$ cat src/rtl/parity_checker_stream.sv
// Streaming 64-bit parity checker: valid/ready in and out, registered error flag,
// saturating error counter and consecutive-error alarm. Optional: PARITY_CHK_DROP_BAD_EN.
module parity_checker_stream #(
   parameter int DATA_WIDTH     = 64,
   parameter int ERR_CNT_WIDTH  = 16,
   parameter int MAX_CONSEC_ERR = 4
) (
   input  logic                     clk,
   input  logic                     reset,
   input  logic [DATA_WIDTH-1:0]    dataInput,
   input  logic                     parityInput,
   input  logic                     oddMode,
   input  logic                     inValid,
   output logic                     inReady,
   output logic [DATA_WIDTH-1:0]    dataOutput,
   output logic                     parityError,
   output logic                     outValid,
   input  logic                     outReady,
   input  logic                     clearErrors,
   output logic [ERR_CNT_WIDTH-1:0] errorCount,
   output logic                     stickyError,
   output logic                     alarm
);

   typedef enum logic {RUN, ALARM} state_t;

   localparam logic [7:0] ConsecMax  = 8'(MAX_CONSEC_ERR);
   localparam logic [7:0] ConsecLast = 8'(MAX_CONSEC_ERR - 1);

   state_t     state;
   logic [7:0] consecCount;
   logic       accept;
   logic       wordError;

   assign inReady   = !reset && (state == RUN) && (!outValid || outReady);
   assign accept    = inValid && inReady;
   // Odd mode flips the sense: a zero overall XOR is the error there.
   assign wordError = ((^dataInput) ^ parityInput) ^ oddMode;

   always_ff @(posedge clk) begin
      if (reset) begin
         state       <= RUN;
         consecCount <= '0;
         dataOutput  <= '0;
         parityError <= 1'b0;
         outValid    <= 1'b0;
         errorCount  <= '0;
         stickyError <= 1'b0;
         alarm       <= 1'b0;
      end else begin
         if (accept) begin
`ifdef PARITY_CHK_DROP_BAD_EN
            outValid    <= !wordError;
            parityError <= 1'b0;
            if (!wordError)
               dataOutput <= dataInput;
`else
            outValid    <= 1'b1;
            parityError <= wordError;
            dataOutput  <= dataInput;
`endif
         end else if (outReady) begin
            outValid <= 1'b0;
         end

         // A clear in the same cycle as an accept wins over the accept's counting.
         if (clearErrors) begin
            errorCount  <= '0;
            stickyError <= 1'b0;
            consecCount <= '0;
            state       <= RUN;
            alarm       <= 1'b0;
         end else if (accept) begin
            if (wordError) begin
               if (errorCount != '1)
                  errorCount <= errorCount + 1'b1;
               stickyError <= 1'b1;
               if (consecCount >= ConsecLast) begin
                  consecCount <= ConsecMax;
                  state       <= ALARM;
                  alarm       <= 1'b1;
               end else begin
                  consecCount <= consecCount + 8'd1;
               end
            end else begin
               consecCount <= '0;
            end
         end
      end
   end

endmodule

$ cat config.mk
export PLATFORM = sky130hd
export DESIGN_NAME = parity_checker_stream
export DESIGN_NICKNAME = d
export VERILOG_FILES = /design/src/rtl/parity_checker_stream.sv
export SDC_FILE = /design/constraint.sdc
export NUM_CORES = 1
export LEC_CHECK = 0
export ABC_AREA = 0
export CAP_MARGIN = 20
export CORE_MARGIN = 2
export CORE_UTILIZATION = 30
export CTS_BUF_LIST = sky130_fd_sc_hd__clkbuf_16
export DETAILED_ROUTE_END_ITERATION = 12
export PLACE_DENSITY = 0.7
export SYNTH_ARGS = -nofsm -noshare
export SYNTH_HDL_FRONTEND = slang
export SYNTH_SLANG_ARGS = --single-unit
$ cat constraint.sdc
create_clock -name clk -period 2.65 [get_ports clk]
set_input_delay 0.53 -clock clk [delete_from_list [all_inputs] [get_ports clk]]
set_output_delay 0.53 -clock clk [all_outputs]
set_load 0.01 [all_outputs]
==> results of run 1 <==
## synth_stat cells
cell | instances | share of area (%)
nand2_1 | 139 | 12
dfxtp_1 | 92 | 44
nand3b_1 | 64 | 12
xnor2_1 | 54 | 11
clkbuf_1 | 23 | 2.1
a21oi_1 | 16 | 1.9
or4_1 | 10 | 1.8
o31ai_1 | 9 | 1.6
and3_1 | 8 | 1.2
xor2_1 | 8 | 1.7
nor2_1 | 7 | 0.63
o21ai_0 | 7 | 0.84
nand3_1 | 6 | 0.72
nor3_1 | 5 | 0.60
or3_1 | 4 | 0.60
buf_1 | 3 | 0.27
inv_1 | 3 | 0.27
or2_2 | 3 | 0.45
and2_1 | 2 | 0.30
buf_2 | 2 | 0.24
ha_1 | 2 | 0.60
nand2b_1 | 2 | 0.30
nor3b_1 | 2 | 0.36
o21a_1 | 2 | 0.36
a211oi_1 | 1 | 0.18
a32o_1 | 1 | 0.24
buf_6 | 1 | 0.27
nand4_1 | 1 | 0.15
nor4_1 | 1 | 0.15
o21bai_1 | 1 | 0.18
o221a_2 | 1 | 0.27
o311ai_0 | 1 | 0.21
o41ai_1 | 1 | 0.21
or4b_1 | 1 | 0.24
xnor2_2 | 1 | 0.39
xnor2_4 | 1 | 0.66
xnor3_2 | 1 | 0.57
## worst max-delay path: stages
cell and delay [ns]:
clkdlybuf4s50_1 0.45, nand2b_1 0.11, nor3b_2 0.18, buf_4 0.15
and2_2 0.16, nand4_1 0.13, or3_1 0.40, nor2_1 0.13
or4b_4 0.47, a21oi_2 0.14
## cell type report
type | count | share of cell area, %
multi-input combinational | 362 | 37.15
sequential | 92 | 27.93
timing repair buffer | 191 | 26.30
clock buffer | 9 | 3.416
tap | 180 | 3.416
clock inverter | 7 | 1.613
inverter | 3 | 0.1708
## registers in the layout (all words and copies together) (netlist names)
name,count
consecCount,8
errorCount,16
stickyError,1
outValid,1
state,1
parityError,1
dataOutput,64
## per-layer routing
metal	up-vias	routed length [um]	global-route usage, %
met5	-	0	0
met4	0	257	6.609
met3	16	803	4.401
met2	114	5827	25.49
met1	1835	5483	21.19
li1	1971	-	-
## worst paths after layout
path	startpoint	to	slack, ns	cells after the start
setup reg to reg	outValid$_SDFFE_PP0P_	errorCount[15]$_SDFFE_PP0P_	0.44	9
hold reg to reg	dataOutput[18]$_SDFFE_PP0P_	dataOutput[18]$_SDFFE_PP0P_	0.48	2
setup / recovery	outReady	errorCount[15]$_SDFFE_PP0P_	0.08	10
hold / removal	dataInput[10]	dataOutput[10]$_SDFFE_PP0P_	0.38	3
## metrics by stage
stage               hold slack (ns)  area (sq um)  std cells
floorplan                    0.4441          4174        486
global placement             0.4517          6091        825
detailed placement           0.4640          6091        825
CTS                          0.3953          6536        842
global route                 0.3791          6594        844
finish                       0.3759          6594        844
## power groups by stage
stage               combinational, mW  clock [mW]  sequential, mW
finish                           3.42        1.47            1.53
global route                     3.64        1.55            1.54
CTS                              3.12        1.50            1.53
global placement                 2.21           0            1.55
floorplan                        1.12           0            1.59
detailed placement               2.27           0            1.56
## kinds of logic after synthesis
kind of cell               after synthesis  share of synthesized area [%]
DFF                                     92                          44.12
buffers and inverters                   32                          3.117
and+or+nand+nor                        255                          31.50
AOI/OAI and AO/OA                       40                          6.025
xor gates and xnor gates                65                          14.63
adders and majority gates                2                         0.5994
## repair_timing
| item | CTS | global route |
|---|---|---|
| setup buffers | 0 | 2 |
| pin swaps | 68 | 21 |
| gates cloned | 2 | 0 |
| hold buffers | 0 | 0 |
| gates resized for setup | 114 | 66 |
| endpoints found under the setup margin | 21 | 16 |
==> impl_metrics.tcl, run 1 <==
set metrics [dict create \
    layout_commonest_cell "nand2_1" \
    ioPinCount 156 \
    port_buffers 155 \
    detail_route.wirelength_mm 12.37 \
    layout.nets 732 \
    grt_usage_pct 16.26 \
    power.switching_mw 2.031 \
    power.density_nw_per_um2 973.5 \
    antennaDiodeCount 0 \
    fin_setup_tns_ns 0 \
    clock_skew_ns 0.006358 \
    timing_hold_violations_final 0 \
    die_height_um 122.0 \
    grt_max_degree 69 \
    die_area_sq_um 14870 \
    synth.avg_cell_area_sq_um 8.588 \
    pwr-share-clk_pct 22.9 \
    crit_path_end_kind "flip-flop" \
    total_power_mw 6.419 \
    worst_slack_ns 0.07730 \
    clock_path_buffers 2 \
    max_cap_violations 0 \
    final_cell_mix "nand2_1 (138), clkdlybuf4s50_1 (94), dfxtp_1 (92)" \
    period_share_pct 97.08 \
    worstSetupStartpointType "input port" \
    dieWidth_um 122.0 \
    period_minus_slack_ns 2.573 \
    ys_seq_area_share_pct 44.12 \
    dp_slack_ns -0.7422 \
    cts_made_buffers 9 \
    crit_fanout 4 \
    fillCellCount 1324 \
    p_seq_share_pct 23.8 \
    setup_viol 0 \
    overflow 0 \
    htreeDepth 3 \
    clock-sinks 92 \
    multiInputGateArea_sq_um 2450 \
    hold_class "input port to flip-flop" \
    status "finished clean" \
    routed-via-count 3936 \
    timing.fmax_mhz 388.7 \
    clk_latency_ns 0.34 \
    start_util_pct 30.42 \
    ant_nets 0 \
    cts_tree "done" \
    drt_iter0_drc 136 \
    synth-seq-cells 92 \
    place_hpwl_mm 8.482 \
    p_leak_nw 2.785 \
    antenna_found_initial 0 \
    synth_warnings 0 \
    place_congestion 0.7838 \
    critical_path_class "input port to flip-flop" \
    fp-row-count 43 \
    first_pass_iters 4 \
    grt_first_pass_wirelength_mm 18.92 \
    syn_inst 486 \
    root_buffer "clkbuf_16" \
    route.detailed.drc 0 \
    core_sq_um 13720 \
    slew_viol_final 0 \
    synth_nets 559 \
    drt-vias-per-instance 4.664 \
    cp.required_ns 2.93 \
    ir_worst_vdd_mv 0.7881 \
    slew_headroom_pct 59.72 \
    combPwrFrac_pct 53.3 \
    critical_path_arrival_ns 2.85 \
    clkTransAtPathRegs_ns 0.07 \
    netlist_area_sq_um 4174 \
    drive_gt1_share_pct 17.92 \
    syn_to_final_growth_pct 57.97 \
    fin_util_pct 48.06 \
    seq_area_sq_um 1842 \
    synth_cell_type_count 37 \
    p_int_mw 4.388 \
    grt_pass1_vias 3730 \
    routedWlPerCell_um 14.66 \
    switching_share_pct 31.64 \
    rsz0062_at_grt "true" \
    worst_pin_slew_ns 0.6019 \
]
Note: power is estimated with default switching activity, not from simulation.
==> inputs of run 2 (changes only) <==
CAP_MARGIN = unset   (was 20)
RECOVER_POWER = 100   (was unset)
==> run 2 against run 1 <==
  * Worst setup slack got worse by 0.0012 ns
  * Highest routed layer unchanged
  * Flip-flop and latch count stayed put
  * Final cell count unchanged
  * Hold slack better by 0.0016 ns
  * Critical endpoint unchanged
  * Count of clock-buffer cells in the layout stayed put
==> impl_metrics.tcl, run 2 (synthesis gave the netlist of run 1 again) <==
set metrics [dict create \
    hold_class "input port to flip-flop" \
    routedWlPerCell_um 14.67 \
    period_share_pct 97.13 \
    syn_to_final_growth_pct 57.91 \
    timing_hold_violations_final 0 \
    stdcell_area_sq_um 6591 \
    top_register "dataOutput" \
    cp.required_ns 2.93 \
    ioPinCount 156 \
    fin_util_pct 48.04 \
    worst_pin_slew_ns 0.6912 \
    slew_viol_final 0 \
    route.detailed.drc 0 \
    ir_worst_vdd_mv 0.7890 \
    cts_made_buffers 9 \
    worstSetupStartpointType "input port" \
    die_area_sq_um 14870 \
    reg_top3 "dataOutput x64, errorCount x16, consecCount x8" \
    cts-hold-fix-buffers 0 \
    final_cells 844 \
    timing.fmax_mhz 388.5 \
    htreeDepth 3 \
    grt_max_degree 69 \
    drive_gt1_share_pct 17.92 \
    status "finished clean" \
    rsz0062_at_grt "true" \
    overflow 0 \
    clock-sinks 92 \
    clk_latency_ns 0.34 \
    place_hpwl_mm 8.482 \
    layout_commonest_cell "nand2_1" \
    antennaDiodeCount 0 \
    power.density_nw_per_um2 969.0 \
    routed-via-count 3952 \
    total_power_mw 6.387 \
    period_minus_slack_ns 2.574 \
    setup_viol 0 \
    fp-row-count 43 \
    die_height_um 122.0 \
    start_util_pct 30.42 \
    grt_first_pass_wirelength_mm 18.92 \
    dieWidth_um 122.0 \
    layout.nets 732 \
    ant_nets 0 \
    largest_register_ffs 64 \
    final_cell_mix "nand2_1 (138), dfxtp_1 (92), dlygate4sd3_1 (82)" \
    port_buffers 155 \
    root_buffer "clkbuf_16" \
    place_congestion 0.7838 \
    cts_tree "done" \
    critical_path_arrival_ns 2.86 \
    fillCellCount 1325 \
    first_pass_iters 4 \
    drt_iter0_drc 117 \
    crit_path_end_kind "flip-flop" \
    drt-vias-per-instance 4.682 \
    fin_setup_tns_ns 0 \
    dp.cells 825 \
    multiInputGateArea_sq_um 2450 \
    critical_path_class "input port to flip-flop" \
    detail_route.wirelength_mm 12.38 \
    core_sq_um 13720 \
    clock_path_buffers 2 \
    finalHoldWorstSlack_ns 0.3775 \
    p_leak_nw 3.007 \
    dp_slack_ns -0.7422 \
    seq_area_sq_um 1842 \
    antenna_found_initial 0 \
    grt_usage_pct 16.26 \
    clkTransAtPathRegs_ns 0.07 \
    placed_area_sq_um 6091 \
    crit_fanout 4 \
    slew_headroom_pct 53.92 \
    grt_pass1_vias 3730 \
    clock_skew_ns 0.005937 \
    max_cap_violations 0 \
    worst_slack_ns 0.07613 \
]
## run 2: worst max-delay path, stage by stage
cell and delay [ns]:
clkdlybuf4s50_1 0.45, nand2b_1 0.11, nor3b_2 0.18, buf_4 0.15, and2_2 0.16, nand4_1 0.13, or3_1 0.40, nor2_1 0.13
or4b_4 0.47, a21oi_2 0.14
## run 2: metal layers
metal	wire [um]	global-route usage, %
met5	0	0
met2	5829	25.49
met4	257	6.609
met1	5512	21.19
met3	781	4.401
## run 2: repair_timing
item / in CTS / in global routing
gates cloned: 2 / 0
pin swaps: 68 / 21
gates resized for setup: 114 / 66
setup endpoints to repair: 21 / 16
setup buffers: 0 / 2
## run 2: layout make-up
type / count / share of cell area, %
clock buffer: 9 / 3.417
clock inverter: 7 / 1.614
inverter: 3 / 0.1708
multi-input combinational: 362 / 37.17
sequential: 92 / 27.94
tap: 180 / 3.417
timing repair buffer: 191 / 26.27
## run 2: path summary, 6_finish.rpt
path	slack, ns	start	end	cells after the start
setup reg to reg	0.44	outValid$_SDFFE_PP0P_	errorCount[15]$_SDFFE_PP0P_	9
hold reg to reg	0.47	dataOutput[52]$_SDFFE_PP0P_	dataOutput[52]$_SDFFE_PP0P_	2
setup / recovery	0.08	outReady	errorCount[15]$_SDFFE_PP0P_	10
hold / removal	0.38	dataInput[10]	dataOutput[10]$_SDFFE_PP0P_	3
## run 2: power by group
part / switching [mW] / total, mW / leakage, nW / internal, mW
Sequential: 0.0503 / 1.52 / 0.755 / 1.47
Combinational: 1.42 / 3.39 / 2.09 / 1.97
Clock: 0.560 / 1.47 / 0.166 / 0.912
Total: 2.03 / 6.39 / 3.01 / 4.36
==> inputs of run 3 (changes only) <==
--- a/config.mk
+++ b/config.mk
@@ -8,8 +8,8 @@
 export ABC_AREA = 0
 export CORE_MARGIN = 2
-export CORE_UTILIZATION = 30
+export CORE_UTILIZATION = 40
 export CTS_BUF_LIST = sky130_fd_sc_hd__clkbuf_16
 export DETAILED_ROUTE_END_ITERATION = 12
-export PLACE_DENSITY = 0.7
+export PLACE_DENSITY = 0.86
 export RECOVER_POWER = 100
 export SYNTH_ARGS = -nofsm -noshare
==> constraint.sdc (replaced) <==
create_clock -name clk -period 2.65 [get_ports clk]
set_input_delay 0.53 -clock clk [delete_from_list [all_inputs] [get_ports clk]]
set_output_delay 0.53 -clock clk [all_outputs]
set_load 0.05 [all_outputs]
==> run 3 against run 2 <==
  * Design area down 0.42%
  * Fmax about the same
  * Combinational power is 4% lower
  * Sequential power barely moved
  * Critical path type unchanged
  * Power down 2.6%
==> impl_metrics.tcl, run 3 (synthesis gave the netlist of run 1 again) <==
set metrics [dict create \
    status "finished clean" \
    ir_worst_vdd_mv 0.9231 \
    reg_top3 "dataOutput x64, errorCount x16, consecCount x8" \
    largest_register_ffs 64 \
    top_register "dataOutput" \
    clock-sinks 92 \
    grt_pass1_vias 3961 \
    postCtsSetupBuffers 0 \
    drive_gt1_share_pct 17.28 \
    cts_tree "done" \
    critical_path_class "input port to flip-flop" \
    max_cap_violations 0 \
    clk_latency_ns 0.33 \
    power.density_nw_per_um2 947.8 \
    drt-vias-per-instance 5.024 \
    core_sq_um 10230 \
    overflow 0 \
    worst_pin_slew_ns 0.7694 \
    pwr-share-clk_pct 23.1 \
    port_buffers 155 \
    switching_share_pct 33.63 \
    setup_viol 0 \
    worstHoldStart "dataInput[3]" \
    r2r-start "errorCount[0]$_SDFFE_PP0P_" \
    timing_hold_violations_final 0 \
    die_height_um 106.2 \
    timing.fmax_mhz 388.2 \
    detail_route.wirelength_mm 11.83 \
    htreeDepth 3 \
    die_area_sq_um 11270 \
    root_buffer "clkbuf_16" \
    dp.cells 775 \
    slew_viol_final 0 \
    clkTransAtPathRegs_ns 0.07 \
    cp-startpoint "dataInput[35]" \
    power.switching_mw 2.092 \
    ioPinCount 156 \
    dieWidth_um 106.2 \
    rr_endpoint "errorCount[14]$_SDFFE_PP0P_" \
    total_power_mw 6.221 \
    grt_max_degree 69 \
    critical_path_arrival_ns 2.84 \
    clock_skew_ns 0.009018 \
    slew_headroom_pct 48.71 \
    first_pass_iters 4 \
    clock_path_buffers 2 \
    period_share_pct 97.21 \
    layout.nets 723 \
    crit_fanout 8 \
    antenna_found_initial 0 \
    antennaDiodeCount 0 \
    layout_commonest_cell "nand2_1" \
    cts_made_buffers 9 \
    route.detailed.drc 0 \
    routedWlPerCell_um 14.98 \
    grt_first_pass_wirelength_mm 18.78 \
    rrSetupSlack_ns 0.51 \
    final_cell_mix "nand2_1 (139), dfxtp_1 (92), dlygate4sd3_1 (84)" \
    period_minus_slack_ns 2.576 \
    hold_class "input port to flip-flop" \
    cp.required_ns 2.91 \
    place_hpwl_mm 8.033 \
    p_seq_share_pct 24.5 \
    routed-via-count 3969 \
    syn_to_final_growth_pct 57.25 \
    place_congestion 0.7779 \
    p_leak_nw 3.062 \
    ant_nets 0 \
    drt_iter0_drc 164 \
    start_util_pct 40.80 \
    p_int_mw 4.129 \
    fin_util_pct 64.16 \
    combPwrFrac_pct 52.4 \
    worstSetupStartpointType "input port" \
    grt_usage_pct 20.55 \
    final_cells 790 \
    cts-hold-fix-buffers 0 \
    worstSetupEndpoint "errorCount[14]$_SDFFE_PP0P_" \
    crit_path_end_kind "flip-flop" \
    fp-row-count 37 \
    reg2reg_depth 7 \
]
==> run 3: cell count changes in the layout (fill, tap and decap cells not counted), sizes merged <==
cell,before,now
buf,47,37
bufbuf,0,1
clkbuf,28,25
clkdlybuf4s15,7,13
clkdlybuf4s50,12,13
clkinv,3,1
dlygate4sd2,21,6
dlygate4sd3,82,84
dlymetal6s2s,3,12
inv,4,5
==> run 3: power groups by stage <==
| stage | logic, mW | registers [mW] | clock network (mW) |
|---|---|---|---|
| floorplan | 1.12 | 1.85 | 0 |
| global placement | 2.35 | 1.55 | 0 |
| detailed placement | 2.40 | 1.56 | 0 |
| CTS | 3.37 | 1.53 | 1.46 |
| global route | 3.46 | 1.53 | 1.52 |
| finish | 3.26 | 1.52 | 1.44 |
==> run 3: how the worst min path moves through the flow <==
stage	end	slack, ns	cells past startpoint
2_1_floorplan	consecCount[0]$_SDFFE_PP0P_	0.44	2
3_3_place_gp	stickyError$_SDFFE_PP0P_	0.45	2
3_5_place_dp	dataOutput[43]$_SDFFE_PP0P_	0.46	2
4_1_cts	dataOutput[6]$_SDFFE_PP0P_	0.42	3
5_1_grt	dataOutput[3]$_SDFFE_PP0P_	0.39	3
6_report	dataOutput[3]$_SDFFE_PP0P_	0.39	3
==> run 3: metrics by stage <==
stage          worst slack, ns  hold slack [ns]  setup TNS, ns  area [sq um]
3_5_place_dp           -0.6472           0.4617         -11.48          6017
4_1_cts               -0.01431           0.4222       -0.01988          6509
2_1_floorplan         -0.06681           0.4441        -0.1058          4192
6_report               0.07396           0.3869              0          6564
3_3_place_gp           -0.6340           0.4497         -11.68          6017
5_1_grt               -0.02279           0.3922       -0.04990          6564
==> run 3: per-layer routing <==
metal  part of all wire (%)  track usage (%)
met1                     43            24.71
met4                    1.7            8.177
met2                     50            35.58
met3                    5.1            4.476
met5                      0                0
==> run 3: critical path: stages <==
cell	delay [ns]
clkdlybuf4s50_1	0.47
xnor2_2	0.21
xnor2_1	0.15
xnor2_1	0.12
xnor2_2	0.28
xnor2_4	0.18
xnor2_4	0.13
buf_12	0.15
or4_1	0.47
a21oi_1	0.15
==> run 3: area by class of cell <==
cell class / instances / area, sq um
Fill cell: 856 / 3667
Multi-Input combinational cell: 362 / 2465
Sequential cell: 92 / 1842
Timing Repair Buffer: 182 / 1744
Clock buffer: 9 / 225.2
Tap cell: 136 / 170.2
Clock inverter: 6 / 106.4
Inverter: 3 / 11.26
==> run 3: repair_timing <==
action | in CTS | in global routing
resized for setup | 115 | 76
setup endpoints to repair | 22 | 21
gates cloned | 2 | 0
pin swaps | 36 | 44
